==> config.mk <==
export PLATFORM = sky130hd
export DESIGN_NAME = spi_adc_responder
export DESIGN_NICKNAME = d
export VERILOG_FILES = /design/src/rtl/spi_adc_pkg.sv /design/src/rtl/spi_adc_responder_sync.sv /design/src/rtl/spi_adc_responder.sv
export SDC_FILE = /design/constraint.sdc
export NUM_CORES = 1
export LEC_CHECK = 0
export BUFFER_PORTS_ARGS = -buffer_cell sky130_fd_sc_hd__buf_2
export CORE_AREA = 4 4 107 134
export CTS_BUF_LIST = sky130_fd_sc_hd__clkbuf_4
export DETAILED_ROUTE_END_ITERATION = 10
export DIE_AREA = 0 0 111 138
export PLACE_DENSITY = 0.52
export SYNTH_ARGS = -nofsm -noshare
export SYNTH_HDL_FRONTEND = slang
export SYNTH_SLANG_ARGS = --single-unit
==> constraint.sdc <==
create_clock -name clk -period 6.3 [get_ports clk]
set_input_delay 1.26 -clock clk [delete_from_list [all_inputs] [get_ports clk]]
set_output_delay 1.26 -clock clk [all_outputs]
set_load 0.1 [all_outputs]
==> src/rtl/spi_adc_pkg.sv <==
// Shared types and helpers for the SPI ADC responder (MCP3202-style protocol).
// Holds the FSM state encoding, command-length constant and the saturating subtractor.
package spi_adc_pkg;

    localparam int DEFAULT_DATA_W = 12;
    localparam int DEFAULT_CNT_W  = 16;
    localparam int CMD_BITS       = 3;
    localparam int SAT_W          = 32;

    typedef enum logic [2:0] {
        ST_IDLE,
        ST_CMD,
        ST_NUL,
        ST_DATA,
        ST_LSBF,
        ST_DONE
    } state_t;

    function automatic logic [SAT_W-1:0] sat_sub(input logic [SAT_W-1:0] a,
                                                 input logic [SAT_W-1:0] b);
        return (a > b) ? (a - b) : '0;
    endfunction

endpackage

==> src/rtl/spi_adc_responder_sync.sv <==
// SYNC_STAGES-deep synchronizer for sck/cs_n/mosi with edge detection on the synced sck and cs_n.
module spi_edge_sync
    import spi_adc_pkg::*;
#(
    parameter int SYNC_STAGES = 2
) (
    input  logic clk,
    input  logic rst,
    input  logic spi_sck,
    input  logic spi_cs_n,
    input  logic spi_mosi,
    output logic cs_n_lvl,
    output logic mosi_lvl,
    output logic sck_rise,
    output logic sck_fall,
    output logic cs_rise,
    output logic cs_fall
);

    logic [SYNC_STAGES-1:0] sck_pipe_q, sck_pipe_d;
    logic [SYNC_STAGES-1:0] cs_pipe_q, cs_pipe_d;
    logic [SYNC_STAGES-1:0] mosi_pipe_q, mosi_pipe_d;
    logic                   sck_prev_q, sck_prev_d;
    logic                   cs_prev_q, cs_prev_d;

    always_comb begin
        sck_pipe_d  = {sck_pipe_q[SYNC_STAGES-2:0], spi_sck};
        cs_pipe_d   = {cs_pipe_q[SYNC_STAGES-2:0], spi_cs_n};
        mosi_pipe_d = {mosi_pipe_q[SYNC_STAGES-2:0], spi_mosi};
        sck_prev_d  = sck_pipe_q[SYNC_STAGES-1];
        cs_prev_d   = cs_pipe_q[SYNC_STAGES-1];
    end

    // cs_n resets to "selected" so a frame already in progress never produces a
    // fall edge; only a genuine high->low transition can start the next frame.
    always_ff @(posedge clk) begin
        if (rst) begin
            sck_pipe_q  <= '0;
            cs_pipe_q   <= '0;
            mosi_pipe_q <= '0;
            sck_prev_q  <= 1'b0;
            cs_prev_q   <= 1'b0;
        end else begin
            sck_pipe_q  <= sck_pipe_d;
            cs_pipe_q   <= cs_pipe_d;
            mosi_pipe_q <= mosi_pipe_d;
            sck_prev_q  <= sck_prev_d;
            cs_prev_q   <= cs_prev_d;
        end
    end

    always_comb begin
        cs_n_lvl = cs_pipe_q[SYNC_STAGES-1];
        mosi_lvl = mosi_pipe_q[SYNC_STAGES-1];
        sck_rise = sck_pipe_q[SYNC_STAGES-1] & ~sck_prev_q;
        sck_fall = ~sck_pipe_q[SYNC_STAGES-1] & sck_prev_q;
        cs_rise  = cs_pipe_q[SYNC_STAGES-1] & ~cs_prev_q;
        cs_fall  = ~cs_pipe_q[SYNC_STAGES-1] & cs_prev_q;
    end

endmodule

==> src/rtl/spi_adc_responder.sv <==
// SPI responder emulating a dual-channel MCP3202 ADC: decodes START/SGL/ODD/MSBF, shifts a snapshot out on miso.
// Optional feature macro: SPI_ADC_RESP_LSBF_EN (LSB-first tail after B0 when MSBF=0).
module spi_adc_responder
    import spi_adc_pkg::*;
#(
    parameter int DATA_W      = DEFAULT_DATA_W,
    parameter int SYNC_STAGES = 2,
    parameter int CNT_W       = DEFAULT_CNT_W
) (
    input  logic              clk,
    input  logic              rst,
    input  logic              spi_sck,
    input  logic              spi_cs_n,
    input  logic              spi_mosi,
    output logic              spi_miso,
    input  logic [DATA_W-1:0] ch0_value,
    input  logic [DATA_W-1:0] ch1_value,
    output logic              frame_done,
    output logic              frame_err,
    output logic              last_ch,
    output logic              last_sgl,
    output logic [CNT_W-1:0]  frame_cnt
);

    localparam int CBW = $clog2(DATA_W) + 1;

    logic cs_n_lvl, mosi_lvl, sck_rise, sck_fall, cs_rise, cs_fall;
    logic sck_rise_v, sck_fall_v;

    spi_edge_sync #(.SYNC_STAGES(SYNC_STAGES)) u_sync (
        .clk      (clk),
        .rst      (rst),
        .spi_sck  (spi_sck),
        .spi_cs_n (spi_cs_n),
        .spi_mosi (spi_mosi),
        .cs_n_lvl (cs_n_lvl),
        .mosi_lvl (mosi_lvl),
        .sck_rise (sck_rise),
        .sck_fall (sck_fall),
        .cs_rise  (cs_rise),
        .cs_fall  (cs_fall)
    );

    state_t             state_q, state_d;
    logic [CBW-1:0]     bit_cnt_q, bit_cnt_d;
    logic [DATA_W-1:0]  shreg_q, shreg_d;
    logic [1:0]         cmd_cnt_q, cmd_cnt_d;
    logic               sgl_q, sgl_d;
    logic               odd_q, odd_d;
    logic               miso_q, miso_d;
    logic               done_q, done_d;
    logic               err_q, err_d;
    logic               last_ch_q, last_ch_d;
    logic               last_sgl_q, last_sgl_d;
    logic [CNT_W-1:0]   frame_cnt_q, frame_cnt_d;
`ifdef SPI_ADC_RESP_LSBF_EN
    logic               msbf_q, msbf_d;
`endif

    logic [SAT_W-1:0]   diff_w;
    logic [DATA_W-1:0]  sel_value;

    always_comb begin
        sck_rise_v = sck_rise & ~cs_n_lvl;
        sck_fall_v = sck_fall & ~cs_n_lvl;
        diff_w = odd_q ? sat_sub(SAT_W'(ch1_value), SAT_W'(ch0_value))
                       : sat_sub(SAT_W'(ch0_value), SAT_W'(ch1_value));
        if (sgl_q) sel_value = odd_q ? ch1_value : ch0_value;
        else       sel_value = DATA_W'(diff_w);
    end

    always_comb begin
        state_d     = state_q;
        bit_cnt_d   = bit_cnt_q;
        shreg_d     = shreg_q;
        cmd_cnt_d   = cmd_cnt_q;
        sgl_d       = sgl_q;
        odd_d       = odd_q;
        miso_d      = miso_q;
        done_d      = 1'b0;
        err_d       = 1'b0;
        last_ch_d   = last_ch_q;
        last_sgl_d  = last_sgl_q;
        frame_cnt_d = frame_cnt_q;
`ifdef SPI_ADC_RESP_LSBF_EN
        msbf_d      = msbf_q;
`endif
        // cs_n release outranks any sck edge arriving in the same cycle.
        if (state_q != ST_IDLE && cs_rise) begin
            state_d = ST_IDLE;
            miso_d  = 1'b0;
            case (state_q)
                ST_DONE: begin
                    done_d      = 1'b1;
                    frame_cnt_d = frame_cnt_q + 1'b1;
                end
                ST_NUL, ST_DATA, ST_LSBF: err_d = 1'b1;
                default: ;
            endcase
        end else begin
            case (state_q)
                ST_IDLE: begin
                    if (cs_fall) begin
                        state_d   = ST_CMD;
                        cmd_cnt_d = '0;
                        miso_d    = 1'b0;
                    end
                end
                ST_CMD: begin
                    if (sck_rise_v) begin
                        if (cmd_cnt_q == '0) begin
                            if (mosi_lvl) cmd_cnt_d = 2'd1;
                        end else if (cmd_cnt_q == 2'(CMD_BITS)) begin
                            shreg_d    = sel_value;
                            last_ch_d  = odd_q;
                            last_sgl_d = sgl_q;
                            state_d    = ST_NUL;
`ifdef SPI_ADC_RESP_LSBF_EN
                            msbf_d     = mosi_lvl;
`endif
                        end else begin
                            cmd_cnt_d = cmd_cnt_q + 1'b1;
                            if (cmd_cnt_q == 2'd1) sgl_d = mosi_lvl;
                            else                   odd_d = mosi_lvl;
                        end
                    end
                end
                ST_NUL: begin
                    if (sck_fall_v) begin
                        miso_d    = 1'b0;
                        bit_cnt_d = CBW'(DATA_W - 1);
                        state_d   = ST_DATA;
                    end
                end
                ST_DATA: begin
                    if (sck_fall_v) begin
                        // Rotate so the snapshot is intact again after B0 for the LSB-first tail.
                        miso_d  = shreg_q[DATA_W-1];
                        shreg_d = {shreg_q[DATA_W-2:0], shreg_q[DATA_W-1]};
                        if (bit_cnt_q == '0) begin
`ifdef SPI_ADC_RESP_LSBF_EN
                            if (!msbf_q) begin
                                state_d   = ST_LSBF;
                                bit_cnt_d = CBW'(DATA_W - 2);
                            end else begin
                                state_d = ST_DONE;
                            end
`else
                            state_d = ST_DONE;
`endif
                        end else begin
                            bit_cnt_d = bit_cnt_q - 1'b1;
                        end
                    end
                end
`ifdef SPI_ADC_RESP_LSBF_EN
                ST_LSBF: begin
                    if (sck_fall_v) begin
                        miso_d  = shreg_q[1];
                        shreg_d = shreg_q >> 1;
                        if (bit_cnt_q == '0) state_d = ST_DONE;
                        else                 bit_cnt_d = bit_cnt_q - 1'b1;
                    end
                end
`endif
                ST_DONE: begin
                    if (sck_fall_v) miso_d = 1'b0;
                end
                default: state_d = ST_IDLE;
            endcase
        end
    end

    always_ff @(posedge clk) begin
        if (rst) begin
            state_q     <= ST_IDLE;
            bit_cnt_q   <= '0;
            shreg_q     <= '0;
            cmd_cnt_q   <= '0;
            sgl_q       <= 1'b0;
            odd_q       <= 1'b0;
            miso_q      <= 1'b0;
            done_q      <= 1'b0;
            err_q       <= 1'b0;
            last_ch_q   <= 1'b0;
            last_sgl_q  <= 1'b0;
            frame_cnt_q <= '0;
`ifdef SPI_ADC_RESP_LSBF_EN
            msbf_q      <= 1'b1;
`endif
        end else begin
            state_q     <= state_d;
            bit_cnt_q   <= bit_cnt_d;
            shreg_q     <= shreg_d;
            cmd_cnt_q   <= cmd_cnt_d;
            sgl_q       <= sgl_d;
            odd_q       <= odd_d;
            miso_q      <= miso_d;
            done_q      <= done_d;
            err_q       <= err_d;
            last_ch_q   <= last_ch_d;
            last_sgl_q  <= last_sgl_d;
            frame_cnt_q <= frame_cnt_d;
`ifdef SPI_ADC_RESP_LSBF_EN
            msbf_q      <= msbf_d;
`endif
        end
    end

    always_comb begin
        spi_miso   = miso_q;
        frame_done = done_q;
        frame_err  = err_q;
        last_ch    = last_ch_q;
        last_sgl   = last_sgl_q;
        frame_cnt  = frame_cnt_q;
    end

endmodule

==> results of run 1 <==
how the worst max path moves through the flow:
stage	start	endpoint	cells after the start
after floorplan	ch1_value[0]	shreg_q[9]	11
after global placement	ch1_value[0]	shreg_q[9]	12
after detailed placement	ch1_value[0]	shreg_q[9]	12
after CTS	ch1_value[0]	shreg_q[9]	12
after global routing	ch0_value[0]	shreg_q[10]	12
final	ch1_value[0]	shreg_q[9]	12
stage by stage:
| stage | cell area [um2] | worst slack, ns | util, % | total power, mW |
|---|---|---|---|---|
| after CTS | 4270 | 2.82 | 32.6 | 0.693 |
| final | 4270 | 2.78 | 32.6 | 0.681 |
| after detailed placement | 4190 | 2.39 | 32.0 | 0.494 |
| after floorplan | 3860 | 2.79 | - | 0.457 |
| after global placement | 4190 | 2.46 | 32.0 | 0.494 |
| after global routing | 4270 | 2.63 | 32.6 | 0.724 |
flip-flops by register name (all words and copies together), names as in the netlist, 2 cells and up:
| name | cells |
|---|---|
| frame_cnt | 16 |
| shreg_q | 12 |
| bit_cnt_q | 5 |
| state_q | 3 |
| cmd_cnt_q | 2 |
| u_sync.cs_pipe_q | 2 |
| u_sync.mosi_pipe_q | 2 |
| u_sync.sck_pipe_q | 2 |
layer usage:
layer / wire, um / track usage, % / part of all wire (%)
met1: 4140 / 14.8 / 44
met3: 409 / 2.01 / 4.4
met4: 187 / 4.73 / 2.0
met2: 4590 / 21.6 / 49
met5: 0 / 0 / 0
report_power, final:
group          switching, mW  total, mW  internal, mW
Sequential           0.00392      0.342         0.338
Clock                  0.109      0.192        0.0831
Combinational         0.0880      0.146        0.0580
Total                  0.201      0.681         0.479
logic make-up after synthesis:
logic type	synth area share, %
compound gates	25.1
xor+xnor	4.99
fa+ha+maj	11.1
buf+inv	7.51
flops	27.5
mux	3.89
simple gates	20.0
area by class of cell:
| cell class | instances | area, um2 |
|---|---|---|
| Antenna cell | 1 | 2.50 |
| Tap cell | 171 | 214 |
| Timing Repair Buffer | 50 | 253 |
| Inverter | 41 | 154 |
| Clock buffer | 5 | 37.5 |
| Clock inverter | 2 | 38.8 |
| Multi-Input combinational cell | 355 | 2510 |
| Sequential cell | 53 | 1060 |
| Fill cell | 1385 | 8840 |
synthesized netlist by cell type (7+ instances only):
master | n | area [um2]
a21o_1 | 10 | 75.1
a21oi_1 | 33 | 165
a221o_1 | 7 | 70.1
a221oi_1 | 7 | 61.3
a311oi_1 | 9 | 78.8
and3_1 | 8 | 50.1
buf_2 | 7 | 35.0
clkbuf_1 | 13 | 48.8
dfxtp_1 | 53 | 1060
ha_1 | 31 | 388
inv_1 | 41 | 154
mux2i_1 | 15 | 150
nand2_1 | 27 | 101
nand3_1 | 11 | 55.1
nand4_1 | 7 | 43.8
nor2_1 | 51 | 191
nor2b_1 | 12 | 75.1
nor3_1 | 13 | 65.1
o21ai_0 | 23 | 115
or3_1 | 7 | 43.8
xnor2_1 | 8 | 70.1
xor2_1 | 14 | 123
critical path, stage by stage:
cell and delay (ns):
buf_2 0.11, inv_1 0.05, ha_1 0.16, inv_1 0.08
fa_1 0.41, a21o_1 0.20, a221oi_2 0.34, nor2_1 0.12
o311ai_2 0.44, nor3_1 0.17, a2111oi_4 0.33, a311oi_1 0.08
==> metrics.json, run 1 <==
{
  "run_status": "complete, no violations",
  "rsz0062_at_grt": "no",
  "worst_setup_path_start_kind": "input port",
  "dr.pass1.iters": 4,
  "drive_gt1_share_pct": 13.4,
  "floorplan.io_pins": 50,
  "gr-total-overflow": 0,
  "whs_ns": 0.456,
  "clock_insertion_delay_worst_skew_ns": 0.38,
  "ys_async_sr_fraction_pct": 0,
  "commonest_cells_after_routing_fill_and_taps_aside": "53 x dfxtp_1, 51 x nor2_1, 49 x buf_2",
  "min_from": "u_sync.mosi_pipe_q[0]",
  "crit_path_max_fanout": 5,
  "numCtsBuffers": 5,
  "yosysWarnings": 0,
  "layoutNonFillerInstCount": 678,
  "antenna_found_initial": 1,
  "crit_path_end_kind": "register",
  "vias_per_cell": 5.09,
  "placed_cells": 670,
  "syn-cell-area_um2": 3860,
  "detail_route.iter0.violations": 138,
  "grt_start_max_net_pins": 54,
  "hold_violations": 0,
  "detailroute.via_count": 3454,
  "period_minus_slack_ns": 3.52,
  "total_count_of_max_transition_violations_in_the_final_report": 0,
  "buffer_type_at_the_clock_tree_root": "clkbuf_4",
  "final_critical_path_share_of_the_clock_period_pct": 55.9,
  "die_area_um2": 15300,
  "cts_hold_repair.buffers": 0,
  "post_cts_resize_count": 0,
  "floorplan_core_area_um2": 13100,
  "ir_drop_v": 0.0000932,
  "port_buffers": 49,
  "die_width_um": 111,
  "crit-reg2reg-launch": "cmd_cnt_q[0]",
  "worst-slew-pin-transition_ns": 0.997,
  "cts_post_setup_buffers_inserted": 0,
  "clk_pin_slew_ns": 0.16,
  "clock_sinks": 53,
  "clockBufferDepth": 2,
  "worst_hold_path_type": "register to register",
  "timing.setup.critical_path_class": "input port to register",
  "initial_utilization_pct": 29.5,
  "min_delay_path_depth": 1,
  "worst-endpoint-arrival_ns": 3.77,
  "worst-r2r-cell-count": 9,
  "synth_seq_area_share_pct": 27.5,
  "syn_nets": 539,
  "required_time_reported_for_the_critical_path_endpoint_ns": 6.55,
  "reg2reg_setup_slack_ns": 3.38,
  "grtUsageTotal_pct": 12.2,
  "drcViolationCount": 0,
  "number_of_synthesized_register_bits": 53,
  "dieHeight_um": 138,
  "cts_max_level": 2,
  "maxCapViolations": 0,
  "synth.avg_cell_area_um2": 8.10,
  "final_net_count": 568,
  "synth_edf_count": 0,
  "timing.hold.worst_endpoint": "u_sync.mosi_pipe_q[1]",
  "post_synth_num_cell_types": 55,
  "max-slew-margin-rel_pct": 33.4,
  "r2r_end": "shreg_q[11]",
  "drt-total-wl_um": 9320,
  "setup_viol": 0,
  "synthCells": 477,
  "power.leakage_nw": 1.75,
  "global_route_wire_length_before_repair_um": 16000,
  "fin_setup_tns_ns": 0,
  "power.density_cell_area_nw_per_um2": 159,
  "area_growth_pct": 10.6,
  "cts_tree": "yes",
  "layout.cells.most_common": "dfxtp_1",
  "std_cell_rows": 47,
  "synth_flop_type": "dfxtp_1",
  "fin_skew_ns": 0.0145,
  "maxClockFrequency_mhz": 284,
  "first_global_vias": 3498,
  "wire_per_inst_um": 13.7,
  "detailed_place_hpwl_um": 7290,
  "ant_nets": 0,
  "routability_congestion": 0.855
}
Power figures use the tool's default switching activity.
==> run 2: changes to the inputs <==
--- a/config.mk
+++ b/config.mk
@@ -5,12 +5,13 @@
 export SDC_FILE = /design/constraint.sdc
 export NUM_CORES = 1
 export LEC_CHECK = 0
+export ABC_AREA = 1
 export BUFFER_PORTS_ARGS = -buffer_cell sky130_fd_sc_hd__buf_2
-export CORE_AREA = 4 4 107 134
+export CORE_AREA = 4 4 112 141
 export CTS_BUF_LIST = sky130_fd_sc_hd__clkbuf_4
 export DETAILED_ROUTE_END_ITERATION = 10
-export DIE_AREA = 0 0 111 138
-export PLACE_DENSITY = 0.52
+export DIE_AREA = 0 0 116 145
+export PLACE_DENSITY = 0.54
 export SYNTH_ARGS = -nofsm -noshare
 export SYNTH_HDL_FRONTEND = slang
 export SYNTH_SLANG_ARGS = --single-unit
==> constraint.sdc (replaced) <==
create_clock -name clk -period 3.2 [get_ports clk]
set_input_delay 0.64 -clock clk [delete_from_list [all_inputs] [get_ports clk]]
set_output_delay 0.64 -clock clk [all_outputs]
set_load 0.1 [all_outputs]
==> run 2 against run 1 <==
  * Synthesized area rose by 10%
  * Critical endpoint is now shreg_q[7]
  * Sequential share of layout area fell by 2.3 points
  * Synthesized cell count rose by 44%
  * Largest power group unchanged
  * Highest routed layer unchanged
  * Largest cell class unchanged
  * Count of clock-buffer cells in the layout did not move
  * Global-route usage rose by 0.98 points
  * Final cell count rose by 34%
==> metrics.json, run 2 <==
{
  "crit_top_cell": "nand2_1",
  "total_count_of_max_transition_violations_in_the_final_report": {"value": 0, "change": "unchanged"},
  "min_delay_path_depth": {"value": 2, "change": "+1"},
  "post_synth_main_area_contributors": "dfxtp_1 25%, nand2_1 17%, inv_1 10%",
  "cts_hold_repair.buffers": {"value": 0, "change": "unchanged"},
  "worst-r2r-cell-count": {"value": 10, "change": "+1"},
  "worst-slew-pin-transition": {"value": 0.569, "unit": "ns", "change": "-0.428 ns"},
  "timing.setup.critical_path_class": "input port to register",
  "crit_path_end_kind": "register",
  "synthTopCellsByCount": "193 x nand2_1, 114 x inv_1, 57 x a21oi_1",
  "power.leakage": {"value": 2.40, "unit": "nW", "change": "+37%"},
  "r2r_end": "shreg_q[2]",
  "syn_nets": {"value": 750, "change": "+39%"},
  "commonest_cells_after_routing_fill_and_taps_aside": "193 x nand2_1, 114 x inv_1, 57 x a21oi_1",
  "std_cell_rows": {"value": 49, "change": "+4.3%"},
  "post_synth_num_cell_types": {"value": 40, "change": "-27%"},
  "floorplan_core_area": {"value": 14300, "unit": "um2", "change": "+9.4%"},
  "period_minus_slack_ns": 2.33,
  "layoutNonFillerInstCount": {"value": 906, "change": "+34%"},
  "worst_setup_path_start_kind": "input port",
  "fin_setup_tns": {"value": 0, "unit": "ns", "change": "unchanged"},
  "crit-reg2reg-launch": "state_q[2]",
  "first_global_vias": {"value": 3971, "change": "+14%"},
  "initial_utilization": {"value": 29.7, "unit": "%", "change": "+0.26 points"},
  "yosysWarnings": {"value": 0, "change": "unchanged"},
  "dr.pass1.iters": {"value": 4, "change": "unchanged"},
  "clockBufferDepth": {"value": 2, "change": "unchanged"},
  "detail_route.iter0.violations": {"value": 136, "change": "-1.4%"},
  "cts_tree": "yes",
  "buffer_type_at_the_clock_tree_root": "clkbuf_4",
  "grt_use_met2": {"value": 24.8, "unit": "%", "change": "+3.2 points"},
  "synth.top_cell.area_share": {"value": 24.9, "unit": "%", "change": "-2.6 points"},
  "met3_usage": {"value": 1.50, "unit": "%", "change": "-0.51 points"},
  "grt-busiest-layer": "met2",
  "timing.critical_path.cells": "buf_2 -> inv_1 -> ha_1 -> inv_1 -> fa_1 -> nand3_1 -> nand3_1 -> nand2_1 -> nand3_1 -> nand2_2 -> inv_2 -> nand2_1 -> nand2_1 -> nand2_1 -> nand2_1 -> nand2_1 -> a21oi_1",
  "detailed_place_hpwl": {"value": 9020, "unit": "um", "change": "+24%"},
  "setup_viol": {"value": 0, "change": "unchanged"},
  "power.density_cell_area": {"value": 397, "unit": "nW/um2", "change": "+150%"},
  "clock_insertion_delay_worst_skew": {"value": 0.38, "unit": "ns", "change": "about the same"},
  "use_met1": {"value": 15.2, "unit": "%", "change": "+0.48 points"},
  "largest_reg_flops": {"value": 16, "change": "unchanged"},
  "design_area": {"value": 4710, "unit": "um2", "change": "+10%"},
  "worst_path_dominant_cell_family": "simple AND/OR/NAND/NOR gates",
  "ant_nets": {"value": 0, "change": "unchanged"},
  "synthCells": {"value": 688, "change": "+44%"},
  "max-slew-margin-rel": {"value": 62.0, "unit": "%", "change": "+29 points"},
  "critPathSlowestCell": "fa_1",
  "crit_path_max_fanout": {"value": 7, "change": "+2"},
  "cts_max_level": {"value": 2, "change": "unchanged"},
  "whs": {"value": 0.411, "unit": "ns", "change": "-0.0450 ns"},
  "wire_per_inst": {"value": 12.2, "unit": "um", "change": "-12%"},
  "post_cts_resize_count": {"value": 0, "change": "unchanged"},
  "antenna_found_initial": {"value": 0, "change": "-1"},
  "layout.core_utilization": {"value": 32.8, "unit": "%", "change": "+0.26 points"},
  "synth_seq_area_share": {"value": 24.9, "unit": "%", "change": "-2.6 points"},
  "maxCapViolations": {"value": 0, "change": "unchanged"},
  "ir_drop": {"value": 0.000304, "unit": "V", "change": "+230%"},
  "routability_congestion": {"value": 0.840, "change": "-1.8%"},
  "synth_area_leader_cell": "dfxtp_1",
  "hold_violations": {"value": 0, "change": "unchanged"},
  "numCtsBuffers": {"value": 5, "change": "unchanged"},
  "cts_post_setup_buffers_inserted": {"value": 0, "change": "unchanged"},
  "run_status": "complete, no violations",
  "drive_gt1_share": {"value": 13.3, "unit": "%", "change": "-0.11 points"},
  "cp_num_cells": {"value": 17, "change": "+5"},
  "die_area": {"value": 16800, "unit": "um2", "change": "+9.8%"},
  "drcViolationCount": {"value": 0, "change": "unchanged"},
  "vias_per_cell": {"value": 4.53, "change": "-11%"},
  "reg2reg_setup_slack": {"value": 1.22, "unit": "ns", "change": "-2.16 ns"},
  "timing.hold.worst_endpoint": "u_sync.sck_pipe_q[1]",
  "port_buffers": {"value": 49, "change": "unchanged"},
  "maxClockFrequency_mhz": 429,
  "synth_flop_type": "dfxtp_1",
  "layout.cells.most_common": "nand2_1",
  "area_growth": {"value": 10.5, "unit": "%", "change": "about the same"},
  "worst-endpoint-arrival": {"value": 2.61, "unit": "ns", "change": "-1.16 ns"},
  "dpl_cell_area": {"value": 4660, "unit": "um2", "change": "+11%"},
  "floorplan.io_pins": {"value": 50, "change": "unchanged"},
  "grt_start_max_net_pins": {"value": 23, "change": "-57%"},
  "ys_async_sr_fraction": {"value": 0, "unit": "%", "change": "unchanged"},
  "drt-total-wl": {"value": 11000, "unit": "um", "change": "+18%"},
  "synth.avg_cell_area": {"value": 6.20, "unit": "um2", "change": "-23%"},
  "global_route_wire_length_before_repair": {"value": 18400, "unit": "um", "change": "+15%"},
  "gr-total-overflow": {"value": 0, "change": "unchanged"},
  "fin_skew": {"value": 0.0195, "unit": "ns", "change": "+0.00501 ns"},
  "final_net_count": {"value": 789, "change": "+39%"},
  "grtUsageTotal": {"value": 13.2, "unit": "%", "change": "+0.98 points"},
  "number_of_synthesized_register_bits": {"value": 53, "change": "unchanged"},
  "detailroute.via_count": {"value": 4103, "change": "+19%"},
  "die_width": {"value": 116, "unit": "um", "change": "+4.5%"},
  "synth_edf_count": {"value": 0, "change": "unchanged"},
  "synth.most_common_cell": "nand2_1",
  "dieHeight": {"value": 145, "unit": "um", "change": "+5.1%"},
  "rsz0062_at_grt": "no",
  "worst_hold_path_type": "register to register",
  "antennaDiodeCount": {"value": 0, "change": "-1"},
  "required_time_reported_for_the_critical_path_endpoint": {"value": 3.47, "unit": "ns", "change": "-3.08 ns"},
  "min_from": "u_sync.sck_pipe_q[0]",
  "worstPathBufferInverterCount": {"value": 4, "change": "+1"},
  "syn-cell-area": {"value": 4260, "unit": "um2", "change": "+10%"},
  "clk_pin_slew": {"value": 0.15, "unit": "ns", "change": "about the same"},
  "clock_sinks": {"value": 53, "change": "unchanged"},
  "placed_cells": {"value": 898, "change": "+34%"},
  "slowest_delay": {"value": 0.49, "unit": "ns", "change": "+0.05 ns"},
  "final_critical_path_share_of_the_clock_period_pct": 72.9
}
==> run 2: routing by layer <==
layer / routed length, um / up-vias / part of all wire (%)
met5: 0 / - / 0
met4: 250 / 0 / 2.3
met3: 226 / 17 / 2.1
met2: 5960 / 57 / 54
met1: 4580 / 1792 / 42
li1: - / 2237 / -
==> run 2: power by group <==
group          total, mW  internal (mW)  switching (mW)  leakage, nW
clock              0.294         0.0839           0.211       0.0326
combinational      0.781          0.277           0.504         1.94
sequential         0.795          0.745          0.0506        0.431
total               1.87           1.11           0.765         2.40
==> run 2: kinds of logic (layout without fill, tap and decap cells) <==
logic type,Yosys count,in the layout,synth area share [%]
compound gates,117,117,14.3
flops,53,53,24.9
simple gates,327,327,34.4
buf+inv,142,182,13.0
xor+xnor,16,16,3.29
fa+ha+maj,33,33,10.0
==> run 2: worst max path at each step <==
stage / from / endpoint / slack (ns)
finish: ch1_value[0] / shreg_q[7] / 0.87
detailed placement: ch1_value[0] / shreg_q[7] / 0.46
global route: ch1_value[0] / shreg_q[7] / 0.67
CTS: ch1_value[0] / shreg_q[7] / 0.87
global placement: ch1_value[0] / shreg_q[7] / 0.44
floorplan: frame_cnt[0] / frame_cnt[15] / 0.82
==> run 2: layout make-up <==
type	instances	area, um2
timing repair buffer	52	268
tap	178	223
multi-input combinational	493	2650
fill	1631	9630
sequential	53	1060
clock buffer	5	37.5
inverter	122	458
clock inverter	3	17.5
==> run 2: tightest hold or removal path, delay by kind of cell, from the launching register on <==
family | cells | cell delay [ns]
flops | 1 | 0.32
buf+inv | 1 | 0.04
simple gates | 1 | 0.03
==> run 2: metrics by stage <==
stage          setup slack [ns]  power (mW)
6_report                  0.866        1.87
5_1_grt                   0.672        2.04
4_1_cts                   0.869        1.89
3_5_place_dp              0.455        1.59
3_3_place_gp              0.442        1.59
2_1_floorplan             0.817        1.41
==> run 3: changes to the inputs <==
--- a/config.mk
+++ b/config.mk
@@ -11,7 +11,7 @@
 export CTS_BUF_LIST = sky130_fd_sc_hd__clkbuf_4
 export DETAILED_ROUTE_END_ITERATION = 10
 export DIE_AREA = 0 0 116 145
-export PLACE_DENSITY = 0.54
+export PLACE_DENSITY = 0.52
 export SYNTH_ARGS = -nofsm -noshare
 export SYNTH_HDL_FRONTEND = slang
 export SYNTH_SLANG_ARGS = --single-unit
==> constraint.sdc (replaced) <==
create_clock -name clk -period 2.4 [get_ports clk]
set_input_delay 0.48 -clock clk [delete_from_list [all_inputs] [get_ports clk]]
set_output_delay 0.48 -clock clk [all_outputs]
set_load 0.1 [all_outputs]
==> run 3 against run 2 <==
  * Total power up 36%
  * Final cell count up 1.7%
  * Core utilization up 0.87 points
  * Via count up 2.0%
  * First-iteration DRC count down 11%
  * Global-route usage up 0.27 points
  * Non-clock buffer count up 15
  * Combinational power up 38%
  * Critical path type unchanged
==> metrics.json, run 3 (synthesis results as in run 2) <==
{
  "max-slew-margin-rel": {"value": 67.4, "unit": "%", "change": "+5.4 points"},
  "maxClockFrequency_mhz": 503,
  "final_net_count": {"value": 804, "change": "+1.9%"},
  "worst_hold_path_type": "input port to register",
  "rsz0062_at_grt": "no",
  "ant_nets": {"value": 0, "change": "unchanged"},
  "area_growth_pct": 13.4,
  "detailroute.via_count": {"value": 4185, "change": "+2.0%"},
  "clock_sinks": {"value": 53, "change": "unchanged"},
  "antenna_found_initial": {"value": 0, "change": "unchanged"},
  "drt-total-wl": {"value": 11200, "unit": "um", "change": "+2.0%"},
  "min_delay_path_depth": {"value": 3, "change": "+1"},
  "detail_route.iter0.violations": {"value": 121, "change": "-11%"},
  "wire_per_inst": {"value": 12.2, "unit": "um", "change": "+0.36%"},
  "power.leakage": {"value": 2.48, "unit": "nW", "change": "+3.2%"},
  "ir_drop": {"value": 0.000384, "unit": "V", "change": "+26%"},
  "clk_pin_slew": {"value": 0.15, "unit": "ns", "change": "about the same"},
  "drcViolationCount": {"value": 0, "change": "unchanged"},
  "die_area": {"value": 16800, "unit": "um2", "change": "unchanged"},
  "dpl_worst_slack": {"value": 0.00291, "unit": "ns", "change": "-0.453 ns"},
  "crit_path_max_fanout": {"value": 11, "change": "+4"},
  "post_cts_resize_count": {"value": 0, "change": "unchanged"},
  "buffer_type_at_the_clock_tree_root": "clkbuf_4",
  "placed_cells": {"value": 913, "change": "+1.7%"},
  "layout.cells.most_common": "nand2_1",
  "worst_setup_path_start_kind": "input port",
  "cts_max_level": {"value": 2, "change": "unchanged"},
  "dieHeight": {"value": 145, "unit": "um", "change": "unchanged"},
  "setup_slack": {"value": 0.414, "unit": "ns", "change": "-0.453 ns"},
  "antennaDiodeCount": {"value": 0, "change": "unchanged"},
  "global_route_wire_length_before_repair": {"value": 18800, "unit": "um", "change": "+2.2%"},
  "power.net_switching": {"value": 1.02, "unit": "mW", "change": "+33%"},
  "comb_power_share": {"value": 42.5, "unit": "%", "change": "+0.8 points"},
  "reg2reg_setup_slack": {"value": 0.49, "unit": "ns", "change": "-0.73 ns"},
  "total_count_of_max_transition_violations_in_the_final_report": {"value": 0, "change": "unchanged"},
  "floorplan.io_pins": {"value": 50, "change": "unchanged"},
  "largest_reg_flops": {"value": 16, "change": "unchanged"},
  "required_time_reported_for_the_critical_path_endpoint": {"value": 2.72, "unit": "ns", "change": "-0.75 ns"},
  "final_critical_path_share_of_the_clock_period_pct": 82.8,
  "hold_violations": {"value": 0, "change": "unchanged"},
  "numCtsBuffers": {"value": 5, "change": "unchanged"},
  "period_minus_slack_ns": 1.99,
  "dr.pass1.iters": {"value": 4, "change": "unchanged"},
  "cts_post_setup_buffers_inserted": {"value": 0, "change": "unchanged"},
  "die_width": {"value": 116, "unit": "um", "change": "unchanged"},
  "r2r_end": "shreg_q[1]",
  "vias_per_cell": {"value": 4.54, "change": "+0.34%"},
  "initial_utilization": {"value": 29.7, "unit": "%", "change": "unchanged"},
  "commonest_cells_after_routing_fill_and_taps_aside": "193 x nand2_1, 114 x inv_1, 57 x a21oi_1",
  "routability_congestion": {"value": 0.792, "change": "-5.7%"},
  "crit_path_end_kind": "register",
  "grtUsageTotal": {"value": 13.5, "unit": "%", "change": "+0.27 points"},
  "timing.setup.critical_path_class": "input port to register",
  "std_cell_rows": {"value": 49, "change": "unchanged"},
  "grt_start_max_net_pins": {"value": 23, "change": "unchanged"},
  "sw_share": {"value": 40.1, "unit": "%", "change": "-0.79 points"},
  "dpl_cell_area": {"value": 4780, "unit": "um2", "change": "+2.7%"},
  "worst-r2r-cell-count": {"value": 9, "change": "-1"},
  "floorplan_core_area": {"value": 14300, "unit": "um2", "change": "unchanged"},
  "timing.hold.worst_endpoint": "u_sync.cs_pipe_q[0]",
  "port_buffers": {"value": 49, "change": "unchanged"},
  "gr-total-overflow": {"value": 0, "change": "unchanged"},
  "design_area": {"value": 4840, "unit": "um2", "change": "+2.7%"},
  "clock_insertion_delay_worst_skew": {"value": 0.38, "unit": "ns", "change": "about the same"},
  "run_status": "complete, no violations",
  "internal-power": {"value": 1.52, "unit": "mW", "change": "+38%"},
  "worst-slew-pin-transition": {"value": 0.492, "unit": "ns", "change": "-0.0770 ns"},
  "p_seq_share": {"value": 41.7, "unit": "%", "change": "-0.8 points"},
  "clockBufferDepth": {"value": 2, "change": "unchanged"},
  "maxCapViolations": {"value": 0, "change": "unchanged"},
  "min_from": "spi_cs_n",
  "fin_skew": {"value": 0.00426, "unit": "ns", "change": "-0.0152 ns"},
  "cts_tree": "yes",
  "power.density_cell_area": {"value": 525, "unit": "nW/um2", "change": "+32%"},
  "worst-endpoint-arrival": {"value": 2.31, "unit": "ns", "change": "-0.30 ns"},
  "setup_viol": {"value": 0, "change": "unchanged"},
  "fin_setup_tns": {"value": 0, "unit": "ns", "change": "unchanged"},
  "cts_hold_repair.buffers": {"value": 0, "change": "unchanged"},
  "first_global_vias": {"value": 4024, "change": "+1.3%"},
  "drive_gt1_share": {"value": 15.2, "unit": "%", "change": "+1.9 points"},
  "layoutNonFillerInstCount": {"value": 921, "change": "+1.7%"},
  "detailed_place_hpwl": {"value": 9460, "unit": "um", "change": "+4.9%"},
  "power.clock.fraction": {"value": 15.8, "unit": "%", "change": "about the same"},
  "crit-reg2reg-launch": "cmd_cnt_q[0]"
}
[run 3: cell types whose count changed in the layout (fill, tap and decap cells not counted), sizes merged]
cell	before	now
clkinv	4	3
buf	52	67
clkbuf	5	6
[run 3: through the flow]
step           power, mW  util, %  hold WS, ns
6_report            2.54     33.7        0.287
5_1_grt             2.78     33.7        0.279
4_1_cts             2.58     33.7        0.266
3_5_place_dp        2.17     33.3        0.399
3_3_place_gp        2.17     33.3        0.390
2_1_floorplan       1.88        -        0.388
[run 3: worst max-delay path by stage]
stage | startpoint | end | slack (ns) | cells past startpoint
after global routing | ch0_value[7] | shreg_q[8] | 0.12 | 17
after CTS | ch0_value[7] | shreg_q[8] | 0.42 | 17
final | ch0_value[7] | shreg_q[8] | 0.41 | 17
after global placement | ch0_value[7] | shreg_q[8] | 0.005 | 17
after detailed placement | ch0_value[7] | shreg_q[8] | 0.003 | 17
after floorplan | frame_cnt[0] | frame_cnt[15] | 0.02 | 9
[run 3: layer usage]
metal  track usage (%)  part of all wire, %  vias up  routed length (um)
met5                 0                    0        -                   0
met4              2.44                  1.1        0                 126
met3              1.54                  1.8        8                 207
met2              26.1                   55       39                6170
met1              15.5                   42     1877                4730
li1                  -                    -     2261                   -
[run 3: worst max-delay path, cell delays in order]
cell and delay [ns]:
buf_2 0.10, inv_1 0.05, ha_1 0.43, nand2_1 0.08
nand2_1 0.14, inv_1 0.09, nand2_1 0.08, nand2_1 0.06
nand3_2 0.08, nand2_2 0.06, inv_2 0.18, nand2_1 0.07
o21ai_1 0.08, nand2_1 0.08, nand2_1 0.09, nand2_1 0.05
a21oi_1 0.11
[run 3: power by group through the flow]
stage                     Sequential [mW]  Clock (mW)  Combinational [mW]
after floorplan                      1.06           0               0.818
after global placement               1.08           0                1.09
after detailed placement             1.08           0                1.09
after CTS                            1.06       0.430                1.09
after global routing                 1.08       0.456                1.25
final                                1.06       0.402                1.08
[run 3: layout make-up]
class                      count  area, um2
fill                        1663       9510
multi-input combinational    493       2650
sequential                    53       1060
inverter                     122        458
timing repair buffer          67        393
tap                          178        223
clock buffer                   6       45.0
clock inverter                 2       10.0
